--- src/rtl/mod8191_div_arbiter_if.sv ---
// Request, shared-divider and response signals of the mod-8191 divider arbiter.
// The master side owns the requesters, the divider and the response sink;
// the slave side is the arbiter itself.
interface mod8191_div_arbiter_if #(
  parameter int NREQ = 4,
  parameter int IDW  = 2
);
  logic [NREQ-1:0]    req_valid;
  logic [NREQ*32-1:0] req_x;
  logic [NREQ-1:0]    req_ready;
  logic [31:0]        div_x;
  logic [19:0]        div_q;
  logic [12:0]        div_r;
  logic               rsp_valid;
  logic               rsp_ready;
  logic [IDW-1:0]     rsp_id;
  logic [19:0]        rsp_q;
  logic [12:0]        rsp_r;

  modport master (
    output req_valid, req_x, div_q, div_r, rsp_ready,
    input  req_ready, div_x, rsp_valid, rsp_id, rsp_q, rsp_r
  );

  modport slave (
    input  req_valid, req_x, div_q, div_r, rsp_ready,
    output req_ready, div_x, rsp_valid, rsp_id, rsp_q, rsp_r
  );
endinterface

--- src/rtl/mod8191_div_arbiter.sv ---
// Round-robin arbiter sharing one combinational mod-8191 divider between
// NREQ requesters. Stage A holds the issued operand and drives the divider;
// stage B captures quotient/remainder and returns them with the requester id.
module mod8191_div_arbiter #(
  parameter int NREQ = 4,
  parameter int IDW  = 2
) (
  input  logic                      clk,
  input  logic                      rstn,
  mod8191_div_arbiter_if.slave      bus
);

  // Stage A (issue) and stage B (response) registers
  logic           a_vld;
  logic [31:0]    a_x;
  logic [IDW-1:0] a_id;
  logic           b_vld;
  logic [19:0]    b_q;
  logic [12:0]    b_r;
  logic [IDW-1:0] b_id;
  logic [IDW-1:0] ptr;

  logic           b_free;
  logic           a_adv;
  logic           a_free;
  logic           gnt_vld;
  logic [IDW-1:0] gnt_id;
  logic [31:0]    gnt_x;
  logic [NREQ-1:0] gnt_oh;
  logic [IDW-1:0] ptr_nxt;
  logic [32:0]    qr_fixed;

  // The divider computes internally with x+1, which wraps to zero for the
  // all-ones operand; that single case is replaced with the true result.
  function automatic logic [32:0] fix_ovf(input logic [31:0] x,
                                          input logic [19:0] q,
                                          input logic [12:0] r);
    if (x == 32'hFFFF_FFFF) return {20'h80040, 13'd63};
    return {q, r};
  endfunction

  assign b_free   = !b_vld || bus.rsp_ready;
  assign a_adv    = a_vld && b_free;
  assign a_free   = !a_vld || a_adv;
  assign qr_fixed = fix_ovf(a_x, bus.div_q, bus.div_r);
  assign ptr_nxt  = (gnt_id == IDW'(NREQ - 1)) ? '0 : gnt_id + 1'b1;

  assign bus.div_x     = a_x;
  assign bus.req_ready = gnt_oh;
  assign bus.rsp_valid = b_vld;
  assign bus.rsp_id    = b_id;
  assign bus.rsp_q     = b_q;
  assign bus.rsp_r     = b_r;

  // Round-robin search from ptr upward, wrapping at NREQ-1; no grant in reset
  always_comb begin
    int idx;
    gnt_vld = 1'b0;
    gnt_id  = '0;
    gnt_x   = '0;
    gnt_oh  = '0;
    idx     = 0;
    if (rstn && a_free) begin
      for (int k = 0; k < NREQ; k++) begin
        idx = int'(ptr) + k;
        if (idx >= NREQ) idx = idx - NREQ;
        if (!gnt_vld && bus.req_valid[idx]) begin
          gnt_vld     = 1'b1;
          gnt_id      = IDW'(idx);
          gnt_x       = bus.req_x[32*idx +: 32];
          gnt_oh[idx] = 1'b1;
        end
      end
    end
  end

  // Stage A: load the winner on a grant, empty when it moves on with no refill
  always_ff @(posedge clk or negedge rstn) begin
    if (!rstn) begin
      a_vld <= 1'b0;
      a_x   <= '0;
      a_id  <= '0;
      ptr   <= '0;
    end else if (gnt_vld) begin
      a_vld <= 1'b1;
      a_x   <= gnt_x;
      a_id  <= gnt_id;
      ptr   <= ptr_nxt;
    end else if (a_adv) begin
      a_vld <= 1'b0;
    end
  end

  // Stage B: capture the divider result on A->B, empty when drained without refill
  always_ff @(posedge clk or negedge rstn) begin
    if (!rstn) begin
      b_vld <= 1'b0;
      b_q   <= '0;
      b_r   <= '0;
      b_id  <= '0;
    end else if (a_adv) begin
      b_vld <= 1'b1;
      b_id  <= a_id;
      b_q   <= qr_fixed[32:13];
      b_r   <= qr_fixed[12:0];
    end else if (b_vld && bus.rsp_ready) begin
      b_vld <= 1'b0;
    end
  end

endmodule

--- src/flat_wrapper.sv ---
// flat-port wrapper written by rule: the top's interface ports become plain ports
module mod8191_div_arbiter_flat 
#(
  parameter int NREQ = 4,
  parameter int IDW  = 2
)
  (clk, rstn, bus_req_valid, bus_req_x, bus_div_q, bus_div_r, bus_rsp_ready, bus_req_ready, bus_div_x, bus_rsp_valid, bus_rsp_id, bus_rsp_q, bus_rsp_r);
  mod8191_div_arbiter_if #(.NREQ(NREQ), .IDW(IDW)) bus_i ();
  input  logic clk;
  input  logic rstn;
  input wire logic [$bits(bus_i.req_valid)-1:0] bus_req_valid;
  input wire logic [$bits(bus_i.req_x)-1:0] bus_req_x;
  input wire logic [$bits(bus_i.div_q)-1:0] bus_div_q;
  input wire logic [$bits(bus_i.div_r)-1:0] bus_div_r;
  input wire logic [$bits(bus_i.rsp_ready)-1:0] bus_rsp_ready;
  output wire logic [$bits(bus_i.req_ready)-1:0] bus_req_ready;
  output wire logic [$bits(bus_i.div_x)-1:0] bus_div_x;
  output wire logic [$bits(bus_i.rsp_valid)-1:0] bus_rsp_valid;
  output wire logic [$bits(bus_i.rsp_id)-1:0] bus_rsp_id;
  output wire logic [$bits(bus_i.rsp_q)-1:0] bus_rsp_q;
  output wire logic [$bits(bus_i.rsp_r)-1:0] bus_rsp_r;
  assign bus_i.req_valid = bus_req_valid;
  assign bus_i.req_x = bus_req_x;
  assign bus_i.div_q = bus_div_q;
  assign bus_i.div_r = bus_div_r;
  assign bus_i.rsp_ready = bus_rsp_ready;
  assign bus_req_ready = bus_i.req_ready;
  assign bus_div_x = bus_i.div_x;
  assign bus_rsp_valid = bus_i.rsp_valid;
  assign bus_rsp_id = bus_i.rsp_id;
  assign bus_rsp_q = bus_i.rsp_q;
  assign bus_rsp_r = bus_i.rsp_r;
  mod8191_div_arbiter #(.NREQ(NREQ), .IDW(IDW)) u_core (.clk(clk), .rstn(rstn), .bus(bus_i));
endmodule
--- config.mk ---
export PLATFORM = sky130hd
export DESIGN_NAME = mod8191_div_arbiter_flat
export DESIGN_NICKNAME = d
export VERILOG_FILES = /design/src/rtl/mod8191_div_arbiter_if.sv /design/src/rtl/mod8191_div_arbiter.sv /design/src/flat_wrapper.sv
export SDC_FILE = /design/constraint.sdc
export NUM_CORES = 1
export LEC_CHECK = 0
export ABC_CLOCK_PERIOD_IN_PS = 10700
export CAP_MARGIN = 20
export CORE_MARGIN = 4
export CORE_UTILIZATION = 35
export DETAILED_ROUTE_END_ITERATION = 10
export PLACE_DENSITY = 0.65
export SYNTH_ARGS = -nofsm -noshare
export SYNTH_HDL_FRONTEND = slang
export SYNTH_SLANG_ARGS = --single-unit
--- constraint.sdc ---
create_clock -name clk -period 10.7 [get_ports clk]
set_input_delay 1.605 -clock clk [delete_from_list [all_inputs] [get_ports clk]]
set_output_delay 1.605 -clock clk [all_outputs]
set_load 0.02 [all_outputs]
Yosys cells after proc, flatten, opt, wreduce, memory -nomap -nowiden
Index checks and enable logic that the tools add are counted.
- logic and storage cells: 118
- register bits: 73
- output and inout bits: 72
- input port bits: 168
- bitwise gates (word level): 3
- $add $sub $neg: 8
- magnitude comparators: 12
- reductions and logical operators: 19
- multiplexer cells: 62
- shift operators: 4
- equality and inequality tests: 2
- operator list (operator ; number):
    $shiftx A128 B32 Y32 ; 4
    $mux W32 ; 13
    $ge A32 B1 Y1 const B ; 4
    $lt A32 B4 Y1 const B ; 4
    $ge A32 B4 Y1 const B ; 3
    $sub A32 B4 Y32 const B ; 3
    $mux W33 ; 2
    $eq A32 B32 Y1 const B ; 1
    $mux W4 ; 8
    $mux W1 ; 25
    $mux W2 ; 6
    $or A4 B4 Y4 ; 3
    $logic_and A1 B1 Y1 ; 10
    $bmux W1 S2 ; 4
    $demux W1 S2 ; 4
    $add A2 B2 Y3 const B ; 2
    $logic_not A1 Y1 ; 5
    $reduce_bool A2 Y1 ; 2
    $sub A2 B3 Y4 const B ; 1
    $add A2 B1 Y3 const B ; 1
    $ge A2 B3 Y1 const B ; 1
    $add A2 B1 Y2 const B ; 1
    $eq A2 B2 Y1 const B ; 1
    $logic_or A1 B1 Y1 ; 2

Depth between registers and ports, before layout
Gate-level depths: netlist of the first run.
- word-level depth: 25
- mapped depth: 15
- depth with buffers taken out: 7

Worst setup path before layout of the first run
No wires, ideal clock.
- kind: input port to output port
- start: input port bus_req_valid[2]
- end: output port bus_req_ready[0]
- path slack: 5575 ps
- buffers on the path: 3
- required time: 9095 ps
- cell stages on the path: 8
- data arrival time: 3520 ps
- cell sequence: buf_2 mux4_2 buf_2 nor4b_2 buf_2 a22o_1 a21oi_1 nor2_1
- cells in the longest elaborated chain, start to end: 17
- elaborated cells between the ends (all ways): 35
- those cells by class: 26 x mux; 3 x bitwise; 6 x reduce/logical
- RTL lines (element ; line ; source):
    start: declaration ; flat_wrapper.sv:11 ; input wire logic [$bits(bus_i.req_valid)-1:0] bus_req_valid;
    $bmux W1 S2 ; mod8191_div_arbiter.sv:67 ; if (!gnt_vld && bus.req_valid[idx]) begin
    $mux W1 (not written as such) (2 in series) ; mod8191_div_arbiter.sv:67 ;
    $mux W1 ; mod8191_div_arbiter.sv:67 ;
    $mux W1 ; mod8191_div_arbiter.sv:63 ; if (rstn && a_free) begin
    $logic_not A1 Y1 ; mod8191_div_arbiter.sv:67 ;
    $logic_and A1 B1 Y1 ; mod8191_div_arbiter.sv:67 ;
    $mux W1 ; mod8191_div_arbiter.sv:67 ;
    $mux W1 ; mod8191_div_arbiter.sv:63 ;
    $logic_not A1 Y1 ; mod8191_div_arbiter.sv:67 ;
    $logic_and A1 B1 Y1 ; mod8191_div_arbiter.sv:67 ;
    $mux W1 ; mod8191_div_arbiter.sv:67 ;
    $mux W1 ; mod8191_div_arbiter.sv:63 ;
    $logic_not A1 Y1 ; mod8191_div_arbiter.sv:67 ;
    $logic_and A1 B1 Y1 ; mod8191_div_arbiter.sv:67 ;
    $mux W4 (*) ; mod8191_div_arbiter.sv:67 ;
    $mux W4 (*) ; mod8191_div_arbiter.sv:63 ;
    end: declaration ; flat_wrapper.sv:16 ; output wire logic [$bits(bus_i.req_ready)-1:0] bus_req_ready;
Every way passes the cells marked *; elsewhere a longest branch is shown, timed or not. The select of a mux whose other input is x is not followed.

Worst setup path after layout of the first run
- start: input port bus_req_valid[3]
- end: output port bus_req_ready[0]
The elaborated chain is that of the path after synthesis.

==> summary.md, run 1 <==
| Metric | Value |
|---|---|
| Core outline area | `20,200 um^2` |
| Comb pwr share | `between 70% and 80%` |
| Cell area after technology mapping | `7190 um^2` |
| Clock Root Buffer | `sky130_fd_sc_hd__clkbuf_16` |
| Most frequent cells after synthesis | `sky130_fd_sc_hd__mux4_2, sky130_fd_sc_hd__dfrtp_1, sky130_fd_sc_hd__mux2i_1` |
| Worst hold path class | `flip-flop to flip-flop` |
| Distinct cell type count of the synthesized netlist | `58` |
| Cell total after placement | `approximately 1,100` |
| Total congestion overflow after global routing | `0` |
| Via count of the first global-routing pass | `approximately 6,500` |
| Placement row count | `between 50 and 60` |
| Final setup TNS | `0 ps` |
| Total setup buffers inserted after CTS | `0` |
| Setup repair after global routing missed its margin | `false` |
| Number of vias in the routed layout | `6,697` |
| Worst setup slack for register-to-register paths | `6550 ps` |
| Cell internal pwr | `1710 uW` |
| Number of cells on the worst reg-to-reg path | `7` |
| Number of antenna repair diodes | `0` |
| Number of synthesized register bits | `73` |
| Count of flip-flops with a built-in enable after synthesis | `0` |
| Die width | `151 um` |
| Number of clock sinks | `between 70 and 80` |
| Ys Warns | `0` |
| Antenna violations before repair | `0` |
| Hold Buf Count CTS | `0` |
| Starting utilization of the core area | `35.5%` |
| Worst setup startpoint | `bus_req_valid[3]` |
| CTS Buffer Depth | `2` |
| Startpoint types | `primary input` |
| Net count after synthesis | `830` |
| Outcome | `completed` |
| Capturing instance or port of the critical path | `bus_req_ready[0]` |
| Antenna violation net count after detailed routing | `0` |
| R2R Path End | `u_core.bus.div_x[0]$_DFFE_PN0P_` |
| Area fraction of the dominant cell type after synthesis | `25.4%` |
| Peak supply drop | `0.232 mV` |
| Synthesized netlist cell count | `655` |
| Clock tree from TritonCTS | `built` |
| Period utilization | `about 58%` |
| Slew at the pin with the worst max-slew slack | `about 1100 ps` |
| Setup skew after layout | `approximately 6.8 ps` |
| Mean instance size in the synthesized netlist | `about 11 um^2` |
| Post-synthesis sequential area ratio | `about a quarter` |
| Max-slew headroom | `between 20% and 30%` |
| Clock Power Share | `9.9%` |
| Dominant cell by count in the synthesized netlist | `sky130_fd_sc_hd__mux4_2` |
| Max H-tree Level | `3` |
| Aggregate global-route resource usage | `between 20% and 30%` |
| First-pass GRT wire length | `between 30,000 and 40,000 um` |
| Die height | `roughly 150 um` |
| Pin count of the biggest net entering global routing | `69` |
| Hold Violations, Final | `0` |
| Data arrival time of the worst path | `between 4000 and 5000 ps` |
| Category of the worst setup path capture point | `primary output` |
| Clock transition at path regs | `~60 ps` |
| Power density normalized to cell area | `between 300 and 400 nW/um^2` |
| DR WL/cell | `22.1 um` |
| Number of vias per cell | `~6.0` |
| Number of gates given a new drive strength after cts | `0` |
| Type of the worst setup path | `primary input to primary output` |
| Final setup fails | `0` |
| Area Overhead vs Synth | `39.5%` |
| Total number of nets in the final design | `between 1,000 and 1,500` |
| CTS buffer count | `9` |
| Leakage | `between 0.003 and 0.004 uW` |
| Maximum fanout encountered on the critical timing path | `60` |
| Dominant synthesized flop cell | `sky130_fd_sc_hd__dfrtp_1` |
| Count of buffers inserted at the top-level ports | `~240` |
| Starting DRT DRC Count | `between 500 and 600` |
| Total half-perimeter wirelength after legalization and detailed placement | `between 15,000 and 20,000 um` |
| Launch point of the worst reg-to-reg path | `u_core.ptr[0]$_DFFE_PN0P_` |
| Largest cells by area after synthesis | `sky130_fd_sc_hd__dfrtp_1, sky130_fd_sc_hd__mux4_2, sky130_fd_sc_hd__mux2i_1` |
| Required time worst endpoint | `between 9000 and 10,000 ps` |
| Async set-reset flop share out of synthesis | `between 90% and 100%` |
| Count of pins over their slew limit | `0` |
| Switching power as a share of total power | `a little under half` |
| NetSw | `~1400 uW` |
| Final weighted congestion in routability-driven placement | `roughly 0.85` |
| Overall die area | `22,900 um^2` |
| Share of cells above drive strength 1 | `about a fifth` |
| Count of placed standard cells in the final layout, fillers left out | `roughly 1,100` |
| DR DRC count | `0` |
| Sequential cell fraction of total power | `17.6%` |
| Number of detailed-route iterations in the first pass | `6` |
| Clock latency reported for the late side of the worst-skew pair | `around 340 ps` |
| Yosys top cell by area | `sky130_fd_sc_hd__dfrtp_1` |
| Number of ports placed on the die boundary | `240` |
| DRT Wirelength | `24,800 um` |
| Max Fclk | `between 150 and 200 MHz` |
| Final period demand of the worst path | `approximately 6200 ps` |
| Reported max-cap violation count | `0` |
## cells by family after synthesis
family / count (synthesis) / synth area share [%]
flip-flops: 73 / 25.4
AO/OA/AOI/OAI: 186 / 20.4
adder cells (fa/ha/maj): 7 / 1.22
AND/OR/NAND/NOR: 154 / 11.7
buffers and inverters: 72 / 4.80
multiplexers: 163 / 36.5
## worst max-delay path: stages
cell and delay, ps:
sky130_fd_sc_hd__clkdlybuf4s50_1 550, sky130_fd_sc_hd__mux4_2 510, sky130_fd_sc_hd__buf_4 320, sky130_fd_sc_hd__nor4b_2 330, sky130_fd_sc_hd__buf_4 240, sky130_fd_sc_hd__a22o_1 150, sky130_fd_sc_hd__a21oi_1 40, sky130_fd_sc_hd__nor2_1 190
sky130_fd_sc_hd__clkdlybuf4s50_1 640
## metal layers
metal	GRT usage, %	wire (um)	vias up
li1	-	-	3072
met1	29.0	10700	3313
met2	33.8	11600	279
met3	3.50	1970	33
met4	6.17	527	0
met5	0	0	-
## power groups by stage
| stage | clock network, uW | logic (uW) | registers [uW] |
|---|---|---|---|
| global route | 331 | 2460 | 571 |
| finish | 310 | 2280 | 552 |
| global placement | 0 | 2250 | 555 |
| floorplan | 0 | 1500 | 647 |
| detailed placement | 0 | 2270 | 560 |
| CTS | 317 | 2280 | 555 |
## state kept, by name, summed over array words and instances (netlist names)
signal,cells
u_core.bus.rsp_q,20
u_core.bus.div_x,32
u_core.a_vld,1
u_core.bus.rsp_id,2
u_core.bus.rsp_r,13
u_core.ptr,2
u_core.bus.rsp_valid,1
u_core.a_id,2
## area by class of cell
class | instances | area [um^2]
repair buffers | 251 | 2510
multi-input cells | 510 | 5040
inverters | 3 | 11.3
clock buffers | 9 | 225
flip-flops and latches | 73 | 1830
clock inverters | 7 | 77.6
fillers | 1859 | 10200
well taps | 270 | 338
## through the flow
step	hold WS, ps	setup slack (ps)	util, %	area [um^2]	total power, uW
2_1_floorplan	439	5580	-	7190	2150
3_3_place_gp	462	4550	47.9	9680	2800
3_5_place_dp	464	4530	47.9	9680	2830
4_1_cts	479	4530	49.4	9990	3150
5_1_grt	505	4390	49.6	10000	3360
6_report	473	4500	49.6	10000	3140
## how the worst min path moves through the flow
stage,slack (ps),endpoint,depth (start not counted),start
5_1_grt,500,u_core.bus.rsp_id[0]$_DFFE_PN0P_,2,u_core.bus.rsp_id[0]$_DFFE_PN0P_
2_1_floorplan,440,u_core.bus.rsp_id[0]$_DFFE_PN0P_,2,u_core.a_id[0]$_DFFE_PN0P_
4_1_cts,480,u_core.bus.rsp_id[0]$_DFFE_PN0P_,2,u_core.bus.rsp_id[0]$_DFFE_PN0P_
3_3_place_gp,460,u_core.bus.rsp_id[1]$_DFFE_PN0P_,2,u_core.bus.rsp_id[1]$_DFFE_PN0P_
3_5_place_dp,460,u_core.bus.rsp_id[0]$_DFFE_PN0P_,2,u_core.bus.rsp_id[0]$_DFFE_PN0P_
6_report,470,u_core.bus.rsp_id[0]$_DFFE_PN0P_,2,u_core.bus.rsp_id[0]$_DFFE_PN0P_
## placed cells by master (no fill, tap or decap), types with 2 or more instances in the layout
| cell | count |
|---|---|
| sky130_fd_sc_hd__nor3_1 | 5 |
| sky130_fd_sc_hd__inv_6 | 3 |
| sky130_fd_sc_hd__nor2b_1 | 16 |
| sky130_fd_sc_hd__or4b_4 | 2 |
| sky130_fd_sc_hd__a2111oi_0 | 3 |
| sky130_fd_sc_hd__o21ai_1 | 18 |
| sky130_fd_sc_hd__mux2_2 | 33 |
| sky130_fd_sc_hd__clkdlybuf4s50_1 | 238 |
| sky130_fd_sc_hd__nand2_1 | 50 |
| sky130_fd_sc_hd__buf_4 | 11 |
| sky130_fd_sc_hd__dfrtp_1 | 71 |
| sky130_fd_sc_hd__o21ai_0 | 3 |
| sky130_fd_sc_hd__o31ai_2 | 8 |
| sky130_fd_sc_hd__o211ai_1 | 17 |
| sky130_fd_sc_hd__a21oi_1 | 21 |
| sky130_fd_sc_hd__nand4_1 | 8 |
| sky130_fd_sc_hd__nor2_1 | 26 |
| sky130_fd_sc_hd__nor4_1 | 12 |
| sky130_fd_sc_hd__o22a_1 | 14 |
| sky130_fd_sc_hd__o31ai_1 | 10 |
| sky130_fd_sc_hd__clkbuf_16 | 9 |
| sky130_fd_sc_hd__ha_1 | 6 |
| sky130_fd_sc_hd__nand4b_1 | 15 |
| sky130_fd_sc_hd__a221o_1 | 14 |
| sky130_fd_sc_hd__a22oi_1 | 16 |
| sky130_fd_sc_hd__a2bb2oi_1 | 6 |
| sky130_fd_sc_hd__and2_1 | 7 |
| sky130_fd_sc_hd__a221oi_1 | 2 |
| sky130_fd_sc_hd__nand2b_1 | 4 |
| sky130_fd_sc_hd__mux2i_1 | 53 |
| sky130_fd_sc_hd__nand3b_1 | 2 |
| sky130_fd_sc_hd__inv_2 | 2 |
| sky130_fd_sc_hd__a31oi_1 | 7 |
| sky130_fd_sc_hd__mux4_2 | 76 |
| sky130_fd_sc_hd__a311oi_1 | 2 |
| sky130_fd_sc_hd__a311oi_2 | 2 |
| sky130_fd_sc_hd__a22o_1 | 30 |
No activity file was read; power rests on OpenSTA's default activity.
==> run 2, diff against run 1 <==
Settings changed: ABC_CLOCK_PERIOD_IN_PS 10700 to 5000, PLACE_DENSITY 0.65 to 0.67.
Clock period 10.7 ns to 5 ns, I/O delays scaled along.
==> run 2 against run 1 <==
  * Highest routed layer unchanged
  * Register-to-register slack got worse by 5500 ps
  * Critical endpoint is now bus_req_ready[1]
  * Hold slack worse by 100 ps
  * Critical path depth is 1 lower
  * Clock skew is 4.2 ps higher
  * Non-clock buffer count up 6
  * Flip-flop and latch count did not move
  * Largest power group unchanged
  * Critical path type is now flip-flop to primary output
==> summary.md, run 2 (synthesis gave the netlist of run 1 again) <==
| Metric | Value |
|---|---|
| Outcome | `completed` |
| Placement row count | `between 50 and 60` |
| Starting utilization of the core area | `35.5%` |
| Category of the worst setup path capture point | `primary output` |
| Setup skew after layout | `11.0 ps` |
| Fillers | `1,805` |
| Starting DRT DRC Count | `467` |
| Core outline area | `20,200 um^2` |
| Final period demand of the worst path | `~4600 ps` |
| Reported max-cap violation count | `0` |
| Sum of buffers and inverters on the critical path | `2` |
| Number of clock sinks | `between 70 and 80` |
| Layout Cell Area excl Fill | `10,100 um^2` |
| Clock latency reported for the late side of the worst-skew pair | `approximately 340 ps` |
| Period utilization | `a little over 90%` |
| Leakage | `~0.0038 uW` |
| Max reg flops | `32` |
| Sequential standard cell area | `1830 um^2` |
| Post-layout util | `approximately half` |
| Count of pins over their slew limit | `0` |
| CTS buffer count | `9` |
| Peak supply drop | `0.688 mV` |
| Number of ports placed on the die boundary | `240` |
| Pin count of the biggest net entering global routing | `roughly 160` |
| Required time worst endpoint | `4250 ps` |
| Overall die area | `approximately 23,000 um^2` |
| Leading cell type in the layout, fill and taps excluded | `sky130_fd_sc_hd__clkdlybuf4s50_1` |
| Count of buffers inserted at the top-level ports | `about 240` |
| Clock transition at path regs | `60 ps` |
| Antenna violations before repair | `0` |
| Setup repair after global routing missed its margin | `false` |
| Area Overhead vs Synth | `40.7%` |
| Total congestion overflow after global routing | `0` |
| Number of gates given a new drive strength after cts | `0` |
| Slew at the pin with the worst max-slew slack | `1020 ps` |
| Share of cells above drive strength 1 | `between 10% and 20%` |
| Via count of the first global-routing pass | `approximately 6,600` |
| Total half-perimeter wirelength after legalization and detailed placement | `between 15,000 and 20,000 um` |
| Max-slew headroom | `about a third` |
| Final setup TNS | `0 ps` |
| Die height | `151 um` |
| Aggregate global-route resource usage | `21.4%` |
| Area of the multi-input gates | `5040 um^2` |
| Design Power | `around 6800 uW` |
| Antenna violation net count after detailed routing | `0` |
| Maximum fanout encountered on the critical timing path | `24` |
| Max Fclk | `about 220 MHz` |
| Number of detailed-route iterations in the first pass | `5` |
| Cell type group with the largest total delay on the critical path | `simple AND/OR/NAND/NOR gates` |
| Final setup fails | `0` |
| Data arrival time of the worst path | `3900 ps` |
| Hold Violations, Final | `0` |
| Chain of cells forming the critical path | `inv_2 > ha_4 > mux4_2 > nor4b_2 > a22o_1 > a21oi_1 > nor2_1 > clkdlybuf4s50_1` |
| Power density normalized to cell area | `around 670 nW/um^2` |
| Highest cell delay on the worst timing path | `around 810 ps` |
| Worst hold path class | `primary input to asynchronous set/reset pin` |
| Number of vias in the routed layout | `between 6,000 and 7,000` |
| Clock tree from TritonCTS | `built` |
| DR DRC count | `0` |
| Hold Buf Count CTS | `0` |
| Total setup buffers inserted after CTS | `0` |
| CTS Buffer Depth | `2` |
| First-pass GRT wire length | `38,000 um` |
| Total number of nets in the final design | `approximately 1,000` |
| Post-DP Area | `9730 um^2` |
| Die width | `about 150 um` |
| Max H-tree Level | `3` |
| Number of vias per cell | `roughly 6.0` |
| DR WL/cell | `between 20 and 25 um` |
| Leading cell types in the layout, fill and taps excluded | `sky130_fd_sc_hd__clkdlybuf4s50_1, sky130_fd_sc_hd__mux4_2, sky130_fd_sc_hd__dfrtp_1, sky130_fd_sc_hd__mux2i_1, sky130_fd_sc_hd__nand2_1` |
| Smallest hold slack | `around 370 ps` |
| Startpoint types | `flip-flop` |
| Final weighted congestion in routability-driven placement | `roughly 0.9` |
| DRT Wirelength | `roughly 25,000 um` |
| Type of the worst setup path | `flip-flop to primary output` |
| Slowest CP cell | `sky130_fd_sc_hd__dfrtp_2` |
| Clock Root Buffer | `sky130_fd_sc_hd__clkbuf_16` |
-- run 2: cell count changes in the layout (fill, tap and decap cells not counted), sizes merged --
cell,change
bufinv,+1
clkinvlp,+1
clkinv,-2
diode,+2
buf,+7
clkdlybuf4s50,-1
-- run 2: per-layer routing --
metal / vias to the layer above / wire, um / share of wire [%] / global-route usage (%)
met3: 30 / 2040 / 8.0 / 3.41
met2: 300 / 12100 / 48 / 34.9
met4: 0 / 451 / 1.8 / 6.07
met1: 3385 / 10900 / 43 / 29.4
met5: - / 0 / 0 / 0
li1: 3095 / - / - / -
-- run 2: power breakdown --
group / switching (uW) / leakage, uW / internal (uW) / total (uW)
combinational: 2460 / 0.00276 / 2420 / 4880
sequential: 319 / 0.000880 / 882 / 1200
clock: 278 / 0.000153 / 443 / 720
total: 3060 / 0.00379 / 3740 / 6800
-- run 2: final cells by class --
| type | count | share of cell area (%) |
|---|---|---|
| Multi-Input combinational cell | 510 | 49.8 |
| Timing Repair Buffer | 257 | 25.4 |
| Sequential cell | 73 | 18.1 |
| Tap cell | 270 | 3.34 |
| Clock buffer | 9 | 2.23 |
| Clock inverter | 7 | 1.00 |
| Inverter | 3 | 0.111 |
| Antenna cell | 2 | 0.0495 |
-- run 2: per-stage QoR --
| stage | cells | setup WS (ps) |
|---|---|---|
| after detailed placement | 1110 | 514 |
| after CTS | 1126 | 425 |
| after global placement | 1110 | 571 |
| after global routing | 1129 | 213 |
| final | 1131 | 354 |
| after floorplan | 655 | 798 |
-- run 2: final timing paths --
check / startpoint / endpoint / slack [ps] / cells past startpoint
setup / recovery: u_core.ptr[1]$_DFFE_PN0P_ / bus_req_ready[1] / 350 / 8
hold / removal: rstn / u_core.bus.div_x[31]$_DFFE_PN0P_ / 370 / 2
setup reg to reg: u_core.ptr[0]$_DFFE_PN0P_ / u_core.bus.div_x[7]$_DFFE_PN0P_ / 1060 / 7
hold reg to reg: u_core.bus.rsp_r[7]$_DFFE_PN0P_ / u_core.bus.rsp_r[7]$_DFFE_PN0P_ / 500 / 1
max in group asynchronous: rstn / u_core.bus.rsp_q[7]$_DFFE_PN0P_ / 4060 / 3
min in group clk: u_core.bus.rsp_r[7]$_DFFE_PN0P_ / u_core.bus.rsp_r[7]$_DFFE_PN0P_ / 500 / 1
